<file path="config.mk">
export PLATFORM = sky130hd
export DESIGN_NAME = truth_table_prober
export DESIGN_NICKNAME = d
export VERILOG_FILES = /design/src/rtl/truth_table_prober.sv
export SDC_FILE = /design/constraint.sdc
export NUM_CORES = 1
export LEC_CHECK = 0
export ABC_AREA = 1
export CAP_MARGIN = 20
export CELL_PAD_IN_SITES_DETAIL_PLACEMENT = 0
export CELL_PAD_IN_SITES_GLOBAL_PLACEMENT = 2
export CORE_ASPECT_RATIO = 0.75
export CORE_MARGIN = 4
export CORE_UTILIZATION = 28
export DETAILED_ROUTE_END_ITERATION = 16
export PLACE_DENSITY_LB_ADDON = 0.1
export SLEW_MARGIN = 40
export SYNTH_ARGS = -nofsm -noshare
export SYNTH_HDL_FRONTEND = slang
export SYNTH_SLANG_ARGS = --single-unit
export TNS_END_PERCENT = 20
</file>
<file path="constraint.sdc">
create_clock -name clk -period 1.95 [get_ports clk]
set_input_delay 0.195 -clock clk [delete_from_list [all_inputs] [get_ports clk]]
set_output_delay 0.195 -clock clk [all_outputs]
set_load 0.1 [all_outputs]
</file>
<file path="src/rtl/truth_table_prober.sv">
// truth_table_prober: drives all 8 input rows into a 3-input netlist, captures its truth-table code and compares it with an expected code.
// Ports: clk/rst (sync, active-high); start/expected request a sweep; dut_out is the netlist output;
// in1..in3 drive the netlist (row = {in1,in2,in3}); busy/done/tt_valid report progress;
// tt_out/match/mismatch_mask hold the result; unstable_mask flags rows whose output moved.
// Optional: define TT_STABILITY_CHECK_EN to build the per-row stability check.
module truth_table_prober #(
    parameter int SETTLE_CYCLES = 4,
    parameter int CNT_W         = 8
) (
    input  logic       clk,
    input  logic       rst,
    input  logic       start,
    input  logic [7:0] expected,
    input  logic       dut_out,
    output logic       in1,
    output logic       in2,
    output logic       in3,
    output logic       busy,
    output logic       done,
    output logic       tt_valid,
    output logic [7:0] tt_out,
    output logic       match,
    output logic [7:0] mismatch_mask,
    output logic [7:0] unstable_mask
);
    localparam logic [1:0] IDLE = 2'd0;
    localparam logic [1:0] HOLD = 2'd1;
    localparam logic [1:0] DONE = 2'd2;
    localparam logic [CNT_W-1:0] SETTLE = CNT_W'(SETTLE_CYCLES);
    localparam logic [CNT_W-1:0] ONE = CNT_W'(1);

    logic [1:0]       state_q, state_d;
    logic [2:0]       row_q, row_d;
    logic [CNT_W-1:0] cnt_q, cnt_d;
    logic [7:0]       exp_q, exp_d, tt_q, tt_d, mm_q, mm_d;
    logic             valid_q, valid_d, match_q, match_d;
    logic             accept, cap, last_cap;
    logic [7:0]       row_bit;

    assign accept   = state_q == IDLE && start;
    assign cap      = state_q == HOLD && cnt_q == SETTLE;
    assign last_cap = cap && row_q == 3'd7;
    // Row 000 owns the MSB of the code.
    assign row_bit  = 8'h80 >> row_q;

    always_comb begin
        state_d = accept ? HOLD : state_q == DONE ? IDLE : last_cap ? DONE : state_q;
        row_d   = accept ? 3'd0 : cap ? row_q + 3'd1 : row_q;
        cnt_d   = (accept || cap) ? '0 : state_q == HOLD ? cnt_q + ONE : cnt_q;
        exp_d   = accept ? expected : exp_q;
        tt_d    = cap ? (dut_out ? tt_q | row_bit : tt_q & ~row_bit) : tt_q;
        valid_d = accept ? 1'b0 : last_cap ? 1'b1 : valid_q;
        // Compare against tt_d so the row-7 bit captured this edge is included.
        match_d = last_cap ? tt_d == exp_q : match_q;
        mm_d    = last_cap ? tt_d ^ exp_q : mm_q;
    end

    always_ff @(posedge clk) begin
        if (rst) begin
            state_q <= IDLE;
            row_q   <= '0;
            cnt_q   <= '0;
            exp_q   <= '0;
            tt_q    <= '0;
            mm_q    <= '0;
            valid_q <= 1'b0;
            match_q <= 1'b0;
        end else begin
            state_q <= state_d;
            row_q   <= row_d;
            cnt_q   <= cnt_d;
            exp_q   <= exp_d;
            tt_q    <= tt_d;
            mm_q    <= mm_d;
            valid_q <= valid_d;
            match_q <= match_d;
        end
    end

    assign busy            = state_q == HOLD;
    assign done            = state_q == DONE;
    assign {in1, in2, in3} = busy ? row_q : 3'b000;
    assign tt_valid        = valid_q;
    assign tt_out          = tt_q;
    assign match           = match_q;
    assign mismatch_mask   = mm_q;

`ifdef TT_STABILITY_CHECK_EN
    logic       pre_q, pre_hit;
    logic [7:0] unst_q, unst_d;

    // With no settle cycles the previous sample is the previous row's capture, so row 0 has nothing to compare.
    assign pre_hit = SETTLE_CYCLES == 0 ? cap : state_q == HOLD && cnt_q == SETTLE - ONE;

    always_comb begin
        unst_d = accept ? '0
               : (cap && pre_q != dut_out && !(SETTLE_CYCLES == 0 && row_q == 3'd0)) ? unst_q | row_bit
               : unst_q;
    end

    always_ff @(posedge clk) begin
        if (rst) begin
            pre_q  <= 1'b0;
            unst_q <= '0;
        end else begin
            pre_q  <= pre_hit ? dut_out : pre_q;
            unst_q <= unst_d;
        end
    end

    assign unstable_mask = unst_q;
`else
    assign unstable_mask = '0;
`endif
endmodule

</file>
# ---- Yosys cells after proc, flatten, opt, wreduce, memory -nomap -nowiden
# Cells that the tools add are included.
dict set report op_classes {
  addsub 2
  n_eq_ne 5
  shift 1
  muxes 6
  n_bitwise 4
  n_reduce_logical 9
}
# op count
set ops {}
lappend ops {{8-bit two-way mux} 2}
lappend ops {{8-bit by 1-bit adder with 8-bit output, second input constant} 1}
lappend ops {{8-bit bitwise AND} 1}
lappend ops {{8-bit by 3-bit equality test with 1-bit output, second input constant} 1}
lappend ops {{8-bit equality test} 1}
lappend ops {{8-bit inverter} 1}
lappend ops {{8-bit bitwise OR} 1}
lappend ops {{8-bit by 3-bit right shift with 8-bit output, first input constant} 1}
lappend ops {{8-bit bitwise XOR} 1}
lappend ops {{2-bit OR reduction} 2}
lappend ops {{3-bit by 1-bit adder with 3-bit output, second input constant} 1}
lappend ops {{3-bit equality test, second input constant} 1}
lappend ops {{1-bit logical AND} 3}
lappend ops {{1-bit two-way mux} 3}
lappend ops {{3-bit two-way mux} 1}
lappend ops {{3-bit nonzero test} 1}
lappend ops {{3-bit OR reduction} 1}
lappend ops {{2-bit by 1-bit equality test with 1-bit output, second input constant} 1}
lappend ops {{2-bit equality test, second input constant} 1}
lappend ops {{2-bit logical NOT} 1}
lappend ops {{1-bit logical OR} 1}
dict set report word_totals {
  regBits 39
  inputBits 12
  output_inout_bits 31
  elab_cells 36
}

# ---- Logic depth before layout (Yosys ltp)
# Gate-level depths: netlist (run 1).
dict set report logic_depth {
  ltp_word 6
  mapped_depth 13
  mapped_depth_nobuf 13
}

# ---- Worst setup path after synthesis (run 1)
# No wires, ideal clock.
dict set report synth_timing {
  path_type {reg-to-reg}
  startpoint {register state_q[1]}
  endpoint {register match_q (netlist: match)}
  setup_ps 67
  t_arrival_ps 2105
  required_ps 1883
  path_slack_ps -223
  stages_incl_launch_ff 11
  n_path_buf 0
  cell_sequence {dfxtp_1 inv_2 nand2_2 clkinv_1 nand2_4 nand2_2 nand3_1 nand3_2 nor2_2 nand3_1 a21oi_2}
}
dict set report synth_between {
  elab_chain_len 4
  word_cells_on_any_way 5
  classes_between {eq/ne: 2; mux: 1; reduce/logical: 2}
}
# element line_no
set synth_lines {}
lappend synth_lines {{from (decl)} 32} ;# logic [1:0] state_q, state_d;
lappend synth_lines {{from (signal assigned)} 69} ;# state_q <= state_d;
lappend synth_lines {{2-bit by 1-bit equality test with 1-bit output (*)} --}
lappend synth_lines {{named net busy} 18} ;# output logic busy,
lappend synth_lines {{1-bit logical AND (*)} 41} ;# assign cap = state_q == HOLD && cnt_q == SETTLE;
lappend synth_lines {{8-bit two-way mux} 51} ;# tt_d = cap ? (dut_out ? tt_q | row_bit : tt_q & ~row_bit) : tt_q;
lappend synth_lines {{8-bit equality test} 54} ;# match_d = last_cap ? tt_d == exp_q : match_q;
lappend synth_lines {{to (signal assigned)} 76} ;# match_q <= match_d;
lappend synth_lines {{to (decl)} 36} ;# logic valid_q, valid_d, match_q, match_d;
# The timed path passes the listed nets; every way through them passes the cells marked *.
# A chain may end at the register's enable or synchronous reset.

# ---- Final worst setup path (run 1)
dict set report layout_timing {
  startpoint {register row_q[0]}
  endpoint {register match_q (netlist: match)}
}
dict set report layout_between {
  elab_chain_len 6
  word_cells_on_any_way 9
  classes_between {eq/ne: 2; shift: 1; mux: 2; bitwise: 3; reduce/logical: 1}
}
# element line_no
set layout_lines {}
lappend layout_lines {{from (decl)} 33} ;# logic [2:0] row_q, row_d;
lappend layout_lines {{from (signal assigned)} 70} ;# row_q <= row_d;
lappend layout_lines {{8-bit by 3-bit right shift with 8-bit output} 44} ;# assign row_bit = 8'h80 >> row_q;
lappend layout_lines {{8-bit inverter} 51}
lappend layout_lines {{8-bit bitwise AND} 51}
lappend layout_lines {{8-bit two-way mux (2 in a row)} 51}
lappend layout_lines {{8-bit equality test} 54}
# Several ways; a longest one is shown, not always the timed one.

==> results of run 1 <==
final timing paths:
path,start,end,slack (ps),cells past startpoint
min reg2reg,tt_valid$_SDFFE_PP0P_,tt_valid$_SDFFE_PP0P_,480,1
max reg2reg,row_q[0]$_SDFFE_PP0N_,match$_SDFFE_PP0P_,190,13
max,row_q[0]$_SDFFE_PP0N_,match$_SDFFE_PP0P_,190,13
min,tt_valid$_SDFFE_PP0P_,tt_valid$_SDFFE_PP0P_,480,1
state kept, by name, indices dropped and copies added, names as in the netlist:
name	flops
tt_valid	1
match	1
cnt_q	8
mismatch_mask	8
row_q	3
state_q	2
tt_out	8
exp_q	8
Yosys cell counts:
master,n
nand4_1,3
nor3b_1,2
nand3_4,1
a211oi_1,1
clkinv_1,1
and3_1,1
conb_1,1
o21bai_1,3
nand2_4,1
nand2_2,7
inv_1,40
xor2_1,1
nor3_1,3
o211ai_1,5
nor2_2,3
nand3_2,1
o21ai_0,18
a21oi_2,1
inv_2,3
o21a_1,1
nor4_4,1
a21oi_1,22
ha_1,8
clkbuf_1,3
buf_4,9
a31o_2,1
dfxtp_1,39
nand3_1,25
nand2_1,62
nor2_1,16
buf_6,1
nor2_4,4
worst max-delay path, stage by stage, from the launching register on:
cell	delay (ps)
dfxtp_1	380
inv_1	120
ha_1	270
nand2_1	80
nand2_1	40
nand2_1	50
nand3_1	90
nand2_1	100
nand2_1	60
nand2_2	70
nand2_1	70
nor2_2	150
nand3_1	100
a21oi_2	110
area by class of cell:
| class | instances | area [sq um] | share of cell area (%) |
|---|---|---|---|
| clock buffers | 6 | 82.6 | 3.03 |
| clock inverters | 1 | 5.00 | 0.184 |
| inverters | 44 | 166 | 6.11 |
| multi-input cells | 199 | 1110 | 40.6 |
| flip-flops and latches | 39 | 785 | 28.8 |
| well taps | 98 | 123 | 4.50 |
| repair buffers | 50 | 457 | 16.8 |
cells in the final DEF (no fill, tap or decap), types with 2 or more instances in the layout:
cell type	count
nand2_2	9
inv_2	6
o21bai_1	3
clkdlybuf4s50_1	11
dfxtp_2	3
nor3b_1	2
nor3_1	3
ha_1	5
o21ai_0	16
nand3_2	2
dfxtp_1	36
nor2_1	15
conb_1	8
clkinv_2	2
o211ai_1	5
buf_4	34
inv_1	37
o21ai_1	2
ha_2	2
nand2_1	60
a21oi_1	22
nor2_4	5
nand4_1	3
nand3_1	24
buf_12	4
clkbuf_8	6
nor2_2	3
where the power goes:
group	switching (mW)	leakage, nW	internal (mW)
sequential	0.0104	0.318	0.814
clock	0.293	0.0470	0.278
combinational	0.171	0.886	0.0704
logic make-up after synthesis:
group	count (synthesis)	share of synthesized area [%]
AO/OA/AOI/OAI	52	14.1
XOR/XNOR	1	0.421
adder cells (fa/ha/maj)	8	4.81
buffers and inverters	57	12.3
flip-flops	39	37.5
other	1	0.180
AND/OR/NAND/NOR	130	30.8
metal layers:
metal / wire, um / track usage [%]
met1: 2970 / 18.9
met2: 2090 / 18.4
met3: 236 / 3.26
met4: 40 / 3.40
met5: 0 / 0
what timing repair did:
action | 4_1_cts | 5_1_grt
setup buffers | 0 | 2
setup endpoints to repair | 0 | 6
hold endpoints to repair | 0 | 0
gates resized for setup | 0 | 18
hold buffers | 0 | 0
==> impl_metrics.env, run 1 <==
export IMPL_place_inst=428
export IMPL_drt_pass1_iter_count=4
export IMPL_ys_top_cells_by_area="dfxtp_1, nand2_1, inv_1"
export IMPL_setup_ws_ps=185
export IMPL_hp_class="flop to flop"
export IMPL_seq_area_frac_synth_pct=37.5
export IMPL_drtIter0Drc=64
export IMPL_fin_crit_ps=1760
export IMPL_routed_via_count=1884
export IMPL_syn_instance_count=288
export IMPL_post_place_ws_ps=17.4
export IMPL_routed_wl_um=5340
export IMPL_whs_ps=480
export IMPL_antenna_cells=0
export IMPL_avgSynthCellArea_sq_um=7.23
export IMPL_clock_latency_ps=290
export IMPL_numCtsBuffers=5
export IMPL_antenna_left=0
export IMPL_fin_util_pct=38.8
export IMPL_grt_pass1_vias=1787
export IMPL_crit_path_max_fanout=5
export IMPL_drive_gt1_share_pct=24.5
export IMPL_hold_viol_final=0
export IMPL_viasPerCell=4.31
export IMPL_p_leak_nw=1.25
export IMPL_placed_cell_area_sq_mm=0.00258
export IMPL_synth_top_cell_area_share_pct=37.5
export IMPL_place_hpwl_um=4260
export IMPL_drv_cap=0
export IMPL_fmax_ghz=0.567
export IMPL_grt_pass1_wl_um=8890
export IMPL_syn2layout_area_growth_pct=30.9
export IMPL_grt_start_max_net_pins=18
export IMPL_clockBufferDepth=2
export IMPL_clk_pin_slew_ps=80
export IMPL_cp_required_ps=2170
export IMPL_overflow=0
export IMPL_initial_utilization_pct=29.6
export IMPL_finalNonFillerCells=437
export IMPL_finalCritPeriodShare_pct=90.5
export IMPL_pin_count=43
export IMPL_status="finished, final reports clean"
export IMPL_core_rowCount=26
export IMPL_io_buffers=34
export IMPL_drc=0
export IMPL_dieArea_sq_mm=0.00889
export IMPL_antenna_found_initial=0
export IMPL_cp_arrival_ps=1990
export IMPL_yosysTopAreaCell="dfxtp_1"
export IMPL_critPathKind="flop to flop"
export IMPL_synth_cell_types=32
export IMPL_p_per_area_mw_per_mm2=601
export IMPL_cts_root_buf="clkbuf_8"
export IMPL_grtUsageTotal_pct=12.8
export IMPL_place_gp_congestion=0.744
export IMPL_h_tree_depth=2
export IMPL_finalInstanceArea_sq_mm=0.00273
export IMPL_synth_seq_cells=39
export IMPL_die_height_um=82.7
export IMPL_critPathCaptureType="flop"
export IMPL_tritoncts="built"
export IMPL_netlist_area_sq_mm=0.00208
export IMPL_coreArea_sq_mm=0.00703
export IMPL_finalPower_mw=1.64
export IMPL_yosysWarningCount=0
export IMPL_die_w_um=108
export IMPL_cts_num_sinks=39
export IMPL_tns_ps=0
export IMPL_critPathLaunchType="flop"
export IMPL_fillCellCount=760
export IMPL_finClkSkew_ps=7.30
export IMPL_slew_viol_final=0
export IMPL_finalSetupViolCount=0
export IMPL_ir_worst_vdd_uv=228
export IMPL_num_nets_final=359
export IMPL_wl_per_cell_um=12.2
No activity file was read; power rests on OpenSTA's default activity.
==> run 2: changes to the inputs <==
--- a/config.mk
+++ b/config.mk
@@ -14,6 +14,7 @@
 export CORE_UTILIZATION = 28
 export DETAILED_ROUTE_END_ITERATION = 16
 export PLACE_DENSITY_LB_ADDON = 0.1
+export SKIP_CTS_REPAIR_TIMING = 1
 export SLEW_MARGIN = 40
 export SYNTH_ARGS = -nofsm -noshare
 export SYNTH_HDL_FRONTEND = slang
==> results of run 2 <==
The final DEF is identical to that of run 1; final timing and power are the same.
